`config.mk`:
```
export PLATFORM = sky130hd
export DESIGN_NAME = branch_resolver
export DESIGN_NICKNAME = d
export VERILOG_FILES = /design/src/rtl/branch_resolver.sv
export SDC_FILE = /design/constraint.sdc
export NUM_CORES = 1
export LEC_CHECK = 0
export CAP_MARGIN = 20
export CORE_MARGIN = 2
export CORE_UTILIZATION = 25
export CTS_BUF_LIST = sky130_fd_sc_hd__clkbuf_8
export CTS_CLUSTER_SIZE = 8
export DETAILED_ROUTE_END_ITERATION = 6
export PLACE_DENSITY = 0.54
export REMOVE_ABC_BUFFERS = 1
export SLEW_MARGIN = 20
export SYNTH_ARGS = -nofsm -noshare
export SYNTH_HDL_FRONTEND = slang
export SYNTH_SLANG_ARGS = --single-unit
```
`constraint.sdc`:
```
create_clock -name clk -period 5.2 [get_ports clk]
set_input_delay 1.3 -clock clk [delete_from_list [all_inputs] [get_ports clk]]
set_output_delay 1.3 -clock clk [all_outputs]
set_load 0.01 [all_outputs]
```
`src/rtl/branch_resolver.sv`:
```
// EX-stage branch resolver: in-order prediction queue, mispredict redirect/flush
// sequencing, predictor update strobe and saturating resolution statistics.
//
// state    | meaning
// ---------+---------------------------------------------------------------
// IDLE     | accepting decode pushes and EX resolves
// REDIRECT | one-cycle change_PC strobe; queue already emptied of wrong path
// DRAIN    | flush held; pushes and resolves ignored until counter expires
module branch_resolver #(
  parameter int DEPTH        = 4,
  parameter int AW           = 16,
  parameter int FLUSH_CYCLES = 2,
  parameter int CNT_W        = 16
) (
  input  logic             clk,
  input  logic             rst,
  input  logic             dec_push,
  input  logic [AW-1:0]    dec_pc,
  input  logic             dec_pred_taken,
  input  logic [AW-1:0]    dec_pred_target,
  input  logic             ex_valid,
  input  logic [AW-1:0]    ex_pc,
  input  logic             ex_taken,
  input  logic [AW-1:0]    ex_target,
  input  logic [AW-1:0]    ex_pc_plus,
  output logic             q_full,
  output logic             q_empty,
  output logic             change_PC,
  output logic [AW-1:0]    next_PC,
  output logic             flush,
  output logic             upd_valid,
  output logic [AW-1:0]    upd_pc,
  output logic             upd_taken,
  output logic [AW-1:0]    upd_target,
  output logic [CNT_W-1:0] mispredict_cnt,
  output logic [CNT_W-1:0] branch_cnt,
  output logic             seq_err
);

  localparam int PW = $clog2(DEPTH);
  localparam int DW = (FLUSH_CYCLES > 1) ? $clog2(FLUSH_CYCLES) : 1;

  typedef enum logic [1:0] {S_IDLE, S_REDIRECT, S_DRAIN} state_t;

  state_t          r_state, w_state_nxt;
  logic [DW-1:0]   r_drain_cnt, w_drain_cnt_nxt;

  logic [AW-1:0]   r_q_pc    [DEPTH];
  logic            r_q_taken [DEPTH];
  logic [AW-1:0]   r_q_tgt   [DEPTH];
  logic [PW:0]     r_wr_ptr, r_rd_ptr;

  logic            r_upd_valid, r_upd_taken, r_seq_err;
  logic [AW-1:0]   r_upd_pc, r_upd_tgt, r_next_pc;
  logic [CNT_W-1:0] r_misp_cnt, r_br_cnt;

  logic            w_empty, w_full, w_idle, w_pop, w_push, w_drop;
  logic [AW-1:0]   w_head_pc, w_head_tgt;
  logic            w_head_taken, w_pc_mis, w_mis, w_redirect;

  assign w_empty = (r_wr_ptr == r_rd_ptr);
  assign w_full  = (r_wr_ptr[PW] != r_rd_ptr[PW]) &&
                   (r_wr_ptr[PW-1:0] == r_rd_ptr[PW-1:0]);
  assign w_idle  = (r_state == S_IDLE);
  assign w_pop   = ex_valid && w_idle;
  assign w_push  = dec_push && w_idle && (!w_full || w_pop);
  assign w_drop  = dec_push && w_idle && w_full && !w_pop;

  // An empty queue resolves against a synthetic not-taken entry at ex_pc.
  assign w_head_pc    = w_empty ? ex_pc : r_q_pc[r_rd_ptr[PW-1:0]];
  assign w_head_taken = w_empty ? 1'b0  : r_q_taken[r_rd_ptr[PW-1:0]];
  assign w_head_tgt   = w_empty ? '0    : r_q_tgt[r_rd_ptr[PW-1:0]];

  assign w_pc_mis   = (w_head_pc != ex_pc);
  assign w_mis      = (w_head_taken != ex_taken) ||
                      (ex_taken && (w_head_tgt != ex_target)) || w_pc_mis;
  assign w_redirect = w_pop && w_mis;

  always_ff @(posedge clk) begin
    if (rst) begin
      r_state     <= S_IDLE;
      r_drain_cnt <= '0;
    end else begin
      r_state     <= w_state_nxt;
      r_drain_cnt <= w_drain_cnt_nxt;
    end
  end

  always_comb begin
    w_state_nxt     = r_state;
    w_drain_cnt_nxt = r_drain_cnt;
    case (r_state)
      S_IDLE: begin
        if (w_redirect) w_state_nxt = S_REDIRECT;
      end
      S_REDIRECT: begin
        if (FLUSH_CYCLES > 1) begin
          w_state_nxt     = S_DRAIN;
          w_drain_cnt_nxt = DW'(FLUSH_CYCLES - 1);
        end else begin
          w_state_nxt = S_IDLE;
        end
      end
      S_DRAIN: begin
        w_drain_cnt_nxt = r_drain_cnt - 1'b1;
        if (r_drain_cnt <= DW'(1)) w_state_nxt = S_IDLE;
      end
      default: w_state_nxt = S_IDLE;
    endcase
  end

  // Everything still queued on a mispredict is younger, hence wrong-path.
  always_ff @(posedge clk) begin
    if (rst || w_redirect) begin
      r_wr_ptr <= '0;
      r_rd_ptr <= '0;
    end else begin
      if (w_push)             r_wr_ptr <= r_wr_ptr + 1'b1;
      if (w_pop && !w_empty)  r_rd_ptr <= r_rd_ptr + 1'b1;
    end
  end

  always_ff @(posedge clk) begin
    if (!rst && w_push) begin
      r_q_pc[r_wr_ptr[PW-1:0]]    <= dec_pc;
      r_q_taken[r_wr_ptr[PW-1:0]] <= dec_pred_taken;
      r_q_tgt[r_wr_ptr[PW-1:0]]   <= dec_pred_target;
    end
  end

  always_ff @(posedge clk) begin
    if (rst) begin
      r_upd_valid <= 1'b0;
      r_upd_pc    <= '0;
      r_upd_taken <= 1'b0;
      r_upd_tgt   <= '0;
      r_next_pc   <= '0;
      r_misp_cnt  <= '0;
      r_br_cnt    <= '0;
      r_seq_err   <= 1'b0;
    end else begin
      r_upd_valid <= w_pop;
      r_upd_pc    <= w_pop ? ex_pc     : '0;
      r_upd_taken <= w_pop && ex_taken;
      r_upd_tgt   <= w_pop ? ex_target : '0;
      r_next_pc   <= w_redirect ? (ex_taken ? ex_target : ex_pc_plus) : '0;
      if (w_pop && (r_br_cnt != '1))        r_br_cnt   <= r_br_cnt + 1'b1;
      if (w_redirect && (r_misp_cnt != '1)) r_misp_cnt <= r_misp_cnt + 1'b1;
      if ((w_pop && w_pc_mis) || w_drop)    r_seq_err  <= 1'b1;
    end
  end

  assign q_full         = w_full;
  assign q_empty        = w_empty;
  assign change_PC      = (r_state == S_REDIRECT);
  assign next_PC        = r_next_pc;
  assign flush          = (r_state != S_IDLE);
  assign upd_valid      = r_upd_valid;
  assign upd_pc         = r_upd_pc;
  assign upd_taken      = r_upd_taken;
  assign upd_target     = r_upd_tgt;
  assign mispredict_cnt = r_misp_cnt;
  assign branch_cnt     = r_br_cnt;
  assign seq_err        = r_seq_err;

endmodule

```
==> flow_summary.json <==
{
  "num_io_pins": 173,
  "port_buffers": 172,
  "dp_hpwl_um": 14800,
  "rsz0062_at_grt": "no",
  "first_iter_violations": 367,
  "cp.arrival_ps": 4390,
  "avgSynthCellArea_um2": 14.4,
  "synth.area.top_cells": "edfxtp_1, dfxtp_1, mux4_2",
  "clockRootBuffer": "clkbuf_8",
  "hold_class": "register to register",
  "cts-resized-gates": 0,
  "cap_viol_max_count": 0,
  "cts_buffer_depth": 3,
  "period_needed_ps": 3980,
  "regArea_um2": 5830,
  "layout_common_cells": "clkdlybuf4s50_1, edfxtp_1, dfxtp_1, clkbuf_8, nor2_1",
  "postCtsHoldBufs": 0,
  "cts-buffers-inserted": 41,
  "peakVddDrop_mv": 0.174,
  "synth_edf_count": 132,
  "drv_slew": 0,
  "cts_setup_buffers": 0,
  "grt_pass1_vias": 5859,
  "drt_wl_total_um": 22300,
  "synth_warnings": 0,
  "clock_sinks": 225,
  "hold_slack_ps": 493,
  "post-route-drc-count": 0,
  "setup_viol": 0,
  "clkLatencyLatePin_ps": 530,
  "r2r_setup_slack_ps": 1220,
  "ys_seq_elements": 225,
  "critPathLaunchType": "register",
  "synth_cells": 620,
  "die_w_um": 193,
  "grt_pass1_wl_um": 33800,
  "switchingPower_w": 0.00107,
  "critPathKind": "register to register",
  "seq_area_frac_synth": 0.654,
  "final_design_area_no_fill_um2": 11900,
  "grtUsageTotal": 0.120,
  "viasPerCell": 4.36,
  "slew_headroom": 0.321,
  "synth-async-reset-ratio": 0,
  "mostFrequentLayoutCell": "clkdlybuf4s50_1",
  "multi_input_comb_area_um2": 2910,
  "clk_pin_slew_worst_paths_ps": 60,
  "p_leak_nw": 4.01,
  "synth_top_area_cell": "edfxtp_1",
  "grt-ovfl-total": 0,
  "synth_top_area_frac": 0.445,
  "syn_to_final_growth_pct": 34.0,
  "fin_crit_sh": 0.765,
  "crit_fanout": 28,
  "p_sw_frac": 0.254,
  "die_height_um": 193,
  "wire_per_inst_um": 16.9,
  "power_density_nw_per_um2": 352,
  "critPathRequiredTime_ps": 5610,
  "design.core.area_um2": 35300,
  "drt_pre_antenna_iters": 4,
  "ys_types": 49,
  "vias": 5736,
  "cp-end-kind": "register",
  "power_frac_clock": 0.381,
  "final_hold_viol_count": 0,
  "fin_skew_ps": 19.3,
  "synthFlopType": "edfxtp_1",
  "run_status": "finished, final reports clean",
  "grt_max_degree": 34,
  "antenna_left": 0,
  "final_layout_size_suffix_gt1_frac": 0.128,
  "combinationalPowerShare": 0.139,
  "start_util": 0.252,
  "rows": 69,
  "place.gp.congestion": 0.731,
  "n_fill_cell": 3480,
  "internal-power_w": 0.00314,
  "max_freq_mhz": 251,
  "antenna_found_initial": 4,
  "dpl_cell_area_um2": 11100,
  "final_nets": 914,
  "tightest_slew_ps": 1020,
  "dieArea_um2": 37200,
  "cts_tree": "done",
  "synth_area_um2": 8910,
  "htree_num_levels": 2,
  "fin_tns_setup_ps": 0,
  "seqPwrFrac": 0.480
}
## registers in the layout, summed over array words and instances, names as in the netlist, named ones only
name            count
r_rd_ptr            3
upd_taken           1
upd_pc             16
mispredict_cnt     16
upd_target         16
r_state             2
r_q_pc             64
next_PC            16
branch_cnt         16
r_q_taken           4
r_wr_ptr            3
upd_valid           1
seq_err             1
r_q_tgt            64
## per-layer routing
| layer | part of all wire | global-route usage | vias up |
|---|---|---|---|
| met5 | 0.0017 | 0 | - |
| met1 | 0.46 | 0.156 | 2735 |
| li1 | - | - | 2753 |
| met4 | 0.030 | 0.0482 | 6 |
| met3 | 0.081 | 0.0358 | 54 |
| met2 | 0.43 | 0.187 | 188 |
## cell usage after synthesis (2+ instances only)
library cell    n
edfxtp_1      132
dfxtp_1        93
nor2_1         42
and2_1         36
mux4_2         33
xnor2_1        32
mux2i_1        24
a21oi_1        21
or3_1          18
nand4_1        16
nor3_1         15
nand2_1        13
inv_1          12
clkbuf_1       10
o21ai_0        10
xor2_1         10
o21ai_1         9
and3_1          7
ha_1            7
nand3_1         7
o31ai_1         7
and4_1          6
a31oi_1         4
buf_4           4
nand2b_1        4
nand3b_1        4
nor4_1          4
a22oi_1         3
buf_2           3
buf_6           3
nor2b_1         3
o32ai_1         3
or2_2           3
or4_1           3
a32o_1          2
and3b_1         2
buf_1           2
o22ai_1         2
## power groups by stage
stage                     Clock (W)  Combinational, W  Sequential, W
after CTS                   0.00169          0.000597        0.00202
after floorplan                   0          0.000285        0.00207
after global routing        0.00175          0.000645        0.00203
final                       0.00160          0.000586        0.00202
after detailed placement          0          0.000595        0.00206
after global placement            0          0.000593        0.00206
## critical path, cell delays in order, from the launching register on
cell	delay (ps)
dfxtp_2	890
buf_4	330
mux4_2	530
xnor2_1	160
nand4_1	120
nor4_1	790
nor4_1	180
a21oi_4	550
mux2i_1	250
nor2_1	50
## path summary, 6_finish.rpt
check,end,startpoint,cells past startpoint
min,mispredict_cnt[6]$_SDFFE_PP0P_,mispredict_cnt[6]$_SDFFE_PP0P_,2
max,mispredict_cnt[1]$_SDFFE_PP0P_,register,9
min reg2reg,mispredict_cnt[6]$_SDFFE_PP0P_,mispredict_cnt[6]$_SDFFE_PP0P_,2
max reg2reg,mispredict_cnt[1]$_SDFFE_PP0P_,register,9
## through the flow
| step | total power, W | util | setup slack (ps) | cells |
|---|---|---|---|---|
| after detailed placement | 0.00265 | 0.316 | 1030 | 1239 |
| after CTS | 0.00431 | 0.338 | 1160 | 1314 |
| after floorplan | 0.00236 | - | 807 | 597 |
| after global placement | 0.00265 | 0.316 | 1070 | 1239 |
| after global routing | 0.00443 | 0.338 | 836 | 1314 |
| final | 0.00421 | 0.338 | 1220 | 1316 |
## final cells by class
cell class / instances / area share
sequential: 225 / 0.488
multi-input combinational: 359 / 0.244
timing repair buffer: 181 / 0.149
clock buffer: 47 / 0.0542
tap: 461 / 0.0483
clock inverter: 28 / 0.0117
inverter: 13 / 0.00409
antenna: 2 / 0.000419
## cell families after synthesis
family | synth area share
buffers and inverters | 0.0211
flip-flops | 0.654
AND/OR/NAND/NOR | 0.116
XOR/XNOR | 0.0413
multiplexers | 0.110
AO/OA/AOI/OAI | 0.0484
adder cells (fa/ha/maj) | 0.00983
Power figures use the tool's default switching activity.
